<file path="config.mk">
export PLATFORM = sky130hd
export DESIGN_NAME = user_rq_rc_mux
export DESIGN_NICKNAME = d
export VERILOG_FILES = /design/src/rtl/user_rq_rc_mux.sv
export SDC_FILE = /design/constraint.sdc
export NUM_CORES = 1
export LEC_CHECK = 0
export ABC_AREA = 0
export ABC_CLOCK_PERIOD_IN_PS = 1300
export CORE_AREA = 2 2 508 510
export CTS_BUF_LIST = sky130_fd_sc_hd__clkbuf_16
export DETAILED_ROUTE_END_ITERATION = 12
export DIE_AREA = 0 0 510 512
export HOLD_SLACK_MARGIN = 0.03
export PLACE_DENSITY_LB_ADDON = 0.12
export SYNTH_ARGS = -nofsm -noshare
export SYNTH_HDL_FRONTEND = slang
export SYNTH_SLANG_ARGS = --single-unit
</file>
<file path="constraint.sdc">
create_clock -name user_clk -period 1.3 [get_ports user_clk]
set_input_delay 0.26 -clock user_clk [delete_from_list [all_inputs] [get_ports user_clk]]
set_output_delay 0.26 -clock user_clk [all_outputs]
set_load 0.05 [all_outputs]
</file>
<file path="src/rtl/user_rq_rc_mux.sv">
// user_rq_rc_mux: merges NUM_CH requester-request (RQ) AXI-S streams onto one
// core-facing RQ port and routes requester completions (RC) back by tag.
//   - RQ: packet-atomic round-robin arbiter. The channel index is stamped into
//     the descriptor tag MSBs on the first beat of each packet.
//   - RC: 1-cycle registered router keyed on the completion tag MSBs. Packets
//     whose tag addresses a channel that does not exist are dropped.
// Optional feature: define USER_RQ_RC_MUX_STATS_EN to build the saturating
// packet counters. When it is undefined, the stat ports are tied to 0.
module user_rq_rc_mux #(
    parameter int NUM_CH              = 2,
    parameter int CH_BITS             = $clog2(NUM_CH),
    parameter int C_DATA_WIDTH        = 128,
    parameter int KEEP_WIDTH          = C_DATA_WIDTH / 32,
    parameter int AXI4_RQ_TUSER_WIDTH = 62,
    parameter int AXI4_RC_TUSER_WIDTH = 75
) (
    input  logic                                  user_clk,
    input  logic                                  reset,
    // per-channel RQ sources, ch0 in the LSBs
    input  logic [NUM_CH*C_DATA_WIDTH-1:0]        ch_rq_tdata,
    input  logic [NUM_CH*KEEP_WIDTH-1:0]          ch_rq_tkeep,
    input  logic [NUM_CH*AXI4_RQ_TUSER_WIDTH-1:0] ch_rq_tuser,
    input  logic [NUM_CH-1:0]                     ch_rq_tlast,
    input  logic [NUM_CH-1:0]                     ch_rq_tvalid,
    output logic [NUM_CH-1:0]                     ch_rq_tready,
    // core-facing RQ
    output logic [C_DATA_WIDTH-1:0]               s_axis_rq_tdata,
    output logic [KEEP_WIDTH-1:0]                 s_axis_rq_tkeep,
    output logic [AXI4_RQ_TUSER_WIDTH-1:0]        s_axis_rq_tuser,
    output logic                                  s_axis_rq_tlast,
    output logic                                  s_axis_rq_tvalid,
    input  logic                                  s_axis_rq_tready,
    // core-facing RC (no backpressure)
    input  logic [C_DATA_WIDTH-1:0]               m_axis_rc_tdata,
    input  logic [KEEP_WIDTH-1:0]                 m_axis_rc_tkeep,
    input  logic [AXI4_RC_TUSER_WIDTH-1:0]        m_axis_rc_tuser,
    input  logic                                  m_axis_rc_tlast,
    input  logic                                  m_axis_rc_tvalid,
    // per-channel RC outputs
    output logic [NUM_CH*C_DATA_WIDTH-1:0]        ch_rc_tdata,
    output logic [NUM_CH*KEEP_WIDTH-1:0]          ch_rc_tkeep,
    output logic [NUM_CH*AXI4_RC_TUSER_WIDTH-1:0] ch_rc_tuser,
    output logic [NUM_CH-1:0]                     ch_rc_tlast,
    output logic [NUM_CH-1:0]                     ch_rc_tvalid,
    output logic                                  rc_drop,
    // statistics
    output logic [NUM_CH*16-1:0]                  stat_rq_pkts,
    output logic [NUM_CH*16-1:0]                  stat_rc_pkts,
    output logic [15:0]                           stat_drops
);

    typedef enum logic {IDLE, FWD} rq_state_e;

    // Per-channel views of the flat RQ buses
    logic [NUM_CH-1:0][C_DATA_WIDTH-1:0]        rq_data_a;
    logic [NUM_CH-1:0][KEEP_WIDTH-1:0]          rq_keep_a;
    logic [NUM_CH-1:0][AXI4_RQ_TUSER_WIDTH-1:0] rq_user_a;

    assign rq_data_a = ch_rq_tdata;
    assign rq_keep_a = ch_rq_tkeep;
    assign rq_user_a = ch_rq_tuser;

    rq_state_e          state_q, state_d;
    logic [CH_BITS-1:0] grant_q, grant_d;
    logic [CH_BITS-1:0] last_q, last_d;
    logic               rq_first_q, rq_first_d;

    // First requester scanning upward from last+1, wrapping at NUM_CH
    function automatic logic [CH_BITS-1:0] rr_pick(input logic [NUM_CH-1:0] req,
                                                   input logic [CH_BITS-1:0] last);
        logic [CH_BITS-1:0] pick;
        logic [CH_BITS-1:0] cand;
        logic               found;
        int                 idx;
        pick  = last;
        found = 1'b0;
        for (int i = 1; i <= NUM_CH; i++) begin
            idx = int'(last) + i;
            if (idx >= NUM_CH) idx = idx - NUM_CH;
            cand = CH_BITS'(idx);
            if (!found && req[cand]) begin
                pick  = cand;
                found = 1'b1;
            end
        end
        return pick;
    endfunction

    // RQ arbiter next state and combinational pass-through of the granted channel
    always_comb begin
        state_d          = state_q;
        grant_d          = grant_q;
        last_d           = last_q;
        rq_first_d       = rq_first_q;
        ch_rq_tready     = '0;
        s_axis_rq_tdata  = '0;
        s_axis_rq_tkeep  = '0;
        s_axis_rq_tuser  = '0;
        s_axis_rq_tlast  = 1'b0;
        s_axis_rq_tvalid = 1'b0;
        case (state_q)
            IDLE: begin
                if (|ch_rq_tvalid) begin
                    grant_d    = rr_pick(ch_rq_tvalid, last_q);
                    rq_first_d = 1'b1;
                    state_d    = FWD;
                end
            end
            FWD: begin
                s_axis_rq_tvalid = ch_rq_tvalid[grant_q];
                s_axis_rq_tdata  = rq_data_a[grant_q];
                s_axis_rq_tkeep  = rq_keep_a[grant_q];
                s_axis_rq_tuser  = rq_user_a[grant_q];
                s_axis_rq_tlast  = ch_rq_tlast[grant_q];
                // Tag MSBs carry the channel so completions can find their way home
                if (rq_first_q) s_axis_rq_tdata[103 -: CH_BITS] = grant_q;
                ch_rq_tready[grant_q] = s_axis_rq_tready;
                if (ch_rq_tvalid[grant_q] && s_axis_rq_tready) begin
                    rq_first_d = 1'b0;
                    if (ch_rq_tlast[grant_q]) begin
                        last_d  = grant_q;
                        state_d = IDLE;
                    end
                end
            end
            default: state_d = IDLE;
        endcase
    end

    // RQ arbiter state; reset parks last on NUM_CH-1 so ch0 wins first
    always_ff @(posedge user_clk) begin
        if (reset) begin
            state_q    <= IDLE;
            grant_q    <= '0;
            last_q     <= CH_BITS'(NUM_CH - 1);
            rq_first_q <= 1'b0;
        end else begin
            state_q    <= state_d;
            grant_q    <= grant_d;
            last_q     <= last_d;
            rq_first_q <= rq_first_d;
        end
    end

    // RC routing: channel comes from the tag on the first beat, then is held
    logic                           rc_first_q;
    logic [CH_BITS-1:0]             rc_ch_q;
    logic [CH_BITS-1:0]             rc_sel;
    logic                           rc_hit;
    logic [C_DATA_WIDTH-1:0]        rc_data_q;
    logic [KEEP_WIDTH-1:0]          rc_keep_q;
    logic [AXI4_RC_TUSER_WIDTH-1:0] rc_user_q;
    logic                           rc_last_q;
    logic [NUM_CH-1:0]              rc_vld_q;
    logic                           rc_drop_q;

    assign rc_sel = rc_first_q ? m_axis_rc_tdata[71 -: CH_BITS] : rc_ch_q;
    // Only reachable as a miss when NUM_CH is not a power of two
    assign rc_hit = int'(rc_sel) < NUM_CH;

    // RC output register: one beat of latency, valid only on the routed channel
    always_ff @(posedge user_clk) begin
        if (reset) begin
            rc_first_q <= 1'b1;
            rc_ch_q    <= '0;
            rc_data_q  <= '0;
            rc_keep_q  <= '0;
            rc_user_q  <= '0;
            rc_last_q  <= 1'b0;
            rc_vld_q   <= '0;
            rc_drop_q  <= 1'b0;
        end else begin
            rc_vld_q  <= '0;
            rc_drop_q <= 1'b0;
            if (m_axis_rc_tvalid) begin
                rc_data_q  <= m_axis_rc_tdata;
                rc_keep_q  <= m_axis_rc_tkeep;
                rc_user_q  <= m_axis_rc_tuser;
                rc_last_q  <= m_axis_rc_tlast;
                rc_first_q <= m_axis_rc_tlast;
                if (rc_first_q) rc_ch_q <= m_axis_rc_tdata[71 -: CH_BITS];
                if (rc_hit) rc_vld_q[rc_sel] <= 1'b1;
                else        rc_drop_q        <= m_axis_rc_tlast;
            end
        end
    end

    // Payload is shared by all channels; only tvalid selects the recipient
    assign ch_rc_tdata  = {NUM_CH{rc_data_q}};
    assign ch_rc_tkeep  = {NUM_CH{rc_keep_q}};
    assign ch_rc_tuser  = {NUM_CH{rc_user_q}};
    assign ch_rc_tlast  = {NUM_CH{rc_last_q}};
    assign ch_rc_tvalid = rc_vld_q;
    assign rc_drop      = rc_drop_q;

`ifdef USER_RQ_RC_MUX_STATS_EN
    logic [NUM_CH-1:0][15:0] rq_cnt_q;
    logic [NUM_CH-1:0][15:0] rc_cnt_q;
    logic [15:0]             drop_cnt_q;

    // Saturating packet counters, bumped on each tlast handshake
    always_ff @(posedge user_clk) begin
        if (reset) begin
            rq_cnt_q   <= '0;
            rc_cnt_q   <= '0;
            drop_cnt_q <= '0;
        end else begin
            if (s_axis_rq_tvalid && s_axis_rq_tready && s_axis_rq_tlast &&
                rq_cnt_q[grant_q] != 16'hFFFF)
                rq_cnt_q[grant_q] <= rq_cnt_q[grant_q] + 16'd1;
            if (m_axis_rc_tvalid && m_axis_rc_tlast) begin
                if (rc_hit) begin
                    if (rc_cnt_q[rc_sel] != 16'hFFFF)
                        rc_cnt_q[rc_sel] <= rc_cnt_q[rc_sel] + 16'd1;
                end else if (drop_cnt_q != 16'hFFFF) begin
                    drop_cnt_q <= drop_cnt_q + 16'd1;
                end
            end
        end
    end

    assign stat_rq_pkts = rq_cnt_q;
    assign stat_rc_pkts = rc_cnt_q;
    assign stat_drops   = drop_cnt_q;
`else
    assign stat_rq_pkts = '0;
    assign stat_rc_pkts = '0;
    assign stat_drops   = '0;
`endif

endmodule

</file>
==> flow_summary.yaml <==
placed_design:
  gp_congestion: 0.8212
  port-buffer-count: 1219
  placed_cell_area_um2: 35360
  hpwl_um: 108000
  place_inst: 5934
finish:
  nNetsFinal: 3214
  drive_gt1_share_pct: 56.32
  ff_latch_area_um2: 5076
  fin_area_um2: 40810
  fin_cells: 6023
  multi_input_area_um2: 10060
  fill_cells: 28314
  area_growth_pct: 210.8
drt:
  drc: 0
  vias: 14328
  wl_um: 125700
  wire_per_inst_um: 20.87
  vias_per_cell: 2.379
  ant_nets: 0
  first_pass_iters: 4
  drt_iter0_markers: 366
sta:
  timing.fmax_ghz: 0.4164
  finalMaxSlewViolations: 0
  final_hold_viol_count: 0
  whs_ns: 0.1397
  fin_ws_ns: -1.102
  finalSetupViolCount: 619
  timing.final.crit_share_pct: 184.8
  period_needed_ns: 2.402
  finClkSkew_ns: 0.008831
  rsz0062_at_grt: "yes"
power:
  powerDensity_nw_per_um2: 850.2
  ir_drop_v: 0.0006385
  power.total_uw: 34700
  p_leak_uw: 0.01535
clock_network:
  clk_path_buf_depth: 3
  root_buffer: "clkbuf_16"
  cts_tree: "yes"
  clk_pin_slew_worst_paths_ns: 0.06
  htree_levels: 2
  numCtsBuffers: 35
  clk-insertion-delay-late_ns: 0.59
  cts_sinks: 216
  hold_buffers: 0
critical_path:
  ff2ff_setup_slack_ns: -0.56
  cp-end-kind: "primary output"
  start_kind: "flop"
  cp_slowest_stage_delay_ns: 0.42
  r2r_cells: 8
  critical_path_class: "reg2out"
  crit_chain: "buf_12, buf_12, mux2i_4, buf_4, nor2b_4, buf_4"
  startpoint: "grant_q"
  crit_fanout: 9
  crit_arrival_ns: 2.14
  r2r-start: "grant_q"
  slowest_stage: "dfxtp_4"
  worstPathRequired_ns: 1.04
grt:
  overflow: 0
  grt_pass1_vias: 15384
  grt_first_pass_wirelength_um: 158100
  grt_max_degree: 53
  antenna_found_initial: 21
  grt_use_total_pct: 9.061
synth:
  synth_area_per_cell_um2: 9.156
  synth_warnings: 0
  ys_ff_latch: 216
  synthCells: 1434
  syn_area_um2: 13130
  synthTopCellsByArea: "dfxtp_1 (33%), mux2i_1 (31%), buf_4 (17%)"
  synth_top_cell_by_area: "dfxtp_1"
  yosys.area.top_type_share_pct: 32.93
  synth-seq-area-share_pct: 32.93
  netlist-cell-type-count: 25
flow_run:
  drv_cap: 0
min_path:
  hold_path_class: "in2reg"
  hold_depth: 3
  worst_hold_startpoint: "m_axis_rc_tvalid"
die:
  ios: 1301
  design.core.area_um2: 255800
  fp.dieH_um: 512
  num_rows: 186
  dieWidth_um: 510
  dieArea_um2: 261100
  start_util_pct: 5.134
status:
  violations: "negative setup slack"
  status: "finished with violations"
==> layout by cell type (no fill, tap or decap), types with 19 or more instances in the layout <==
master,Yosys,routed
buf_4,292,122
mux2i_4,0,158
dfxtp_4,0,194
nor2_1,212,210
clkdlybuf4s50_1,0,601
nor2b_4,0,195
mux2i_2,0,20
dfxtp_2,0,19
clkbuf_16,0,43
conb_1,1,81
buf_6,1,91
buf_12,0,557
mux2i_1,404,226
buf_8,0,55
==> power by group <==
| part | total [µW] | switching [µW] | internal, µW | leakage (µW) |
|---|---|---|---|---|
| clock | 9390 | 4070 | 5330 | 0.000549 |
| combinational | 17600 | 8970 | 8630 | 0.0129 |
| sequential | 7700 | 789 | 6910 | 0.00192 |
| total | 34700 | 13800 | 20900 | 0.0153 |
==> repair_timing <==
action / CTS / global route
buffers inserted: 23 / 12
gates cloned: 5 / 9
gates resized for setup: 256 / 772
hold endpoints to repair: 0 / 0
pin swaps: 0 / 3
endpoints found under the setup margin: 620 / 622
==> Yosys cell counts <==
cell and instances:
a211o_1 1, a21boi_0 1, a21oi_1 2, and3_1 1
and3b_1 1, and4bb_2 1, buf_1 4, buf_2 43
buf_4 292, buf_6 1, clkbuf_1 43, conb_1 1
dfxtp_1 216, inv_1 1, mux2_2 1, mux2i_1 404
nand2_1 3, nand3b_1 1, nor2_1 212, nor2b_1 196
nor3_1 2, nor3b_1 2, o21ai_0 3, o21bai_1 1
or2_2 1
==> registers in the layout (all words and copies together) (netlist names), 2 cells and up <==
register and count:
ch_rc_tvalid 2, rc_keep_q 4, rc_data_q 128, rc_user_q 75
==> per-stage QoR <==
step                      setup slack [ns]  util, %  setup TNS, ns
after floorplan                    -0.5124        -         -32.66
after global placement             -0.7466    13.83         -82.87
after detailed placement           -0.7394    13.83         -86.43
after CTS                           -1.254    14.86        -354.48
after global routing                -1.219    15.95        -295.29
final                               -1.102    15.96        -238.30
==> layout make-up <==
| class | count | share of cell area [%] |
|---|---|---|
| timing repair buffer | 1442 | 49.84 |
| multi-input combinational | 914 | 24.64 |
| sequential | 216 | 12.44 |
| tap | 3384 | 10.38 |
| clock buffer | 35 | 2.146 |
| clock inverter | 27 | 0.5212 |
| antenna | 4 | 0.02453 |
| inverter | 1 | 0.009198 |
==> path summary, 6_finish.rpt <==
kind                              end
setup / recovery  s_axis_rq_tdata[83]
hold / removal          rc_user_q[17]
setup reg to reg              state_q
hold reg to reg         rc_user_q[52]
==> kinds of logic (layout without fill, tap and decap cells) <==
kind of cell / after synthesis / in the layout / synth area share (%)
buffers and inverters: 384 / 1505 / 19.79
AO/OA/AOI/OAI: 8 / 8 / 0.3717
AND/OR/NAND/NOR: 420 / 420 / 15.99
multiplexers: 405 / 405 / 30.88
other: 1 / 85 / 0.02856
flip-flops: 216 / 216 / 32.93
==> worst max-delay path, delay by kind of cell (launching register included) <==
family,cells,cell delay [ns]
and+or+nand+nor,1,0.03
muxes,1,0.32
DFF,1,0.42
buffers and inverters,4,0.72
==> metal layers <==
layer  routed length [µm]  vias to the layer above  global-route usage (%)
met3                14900                      100                   4.640
li1                     -                     6719                       -
met1                46800                     6686                   9.797
met4                 2097                       28                   1.658
met2                61750                      795                   15.76
met5                  168                        -                       0
Power figures use the tool's default switching activity.
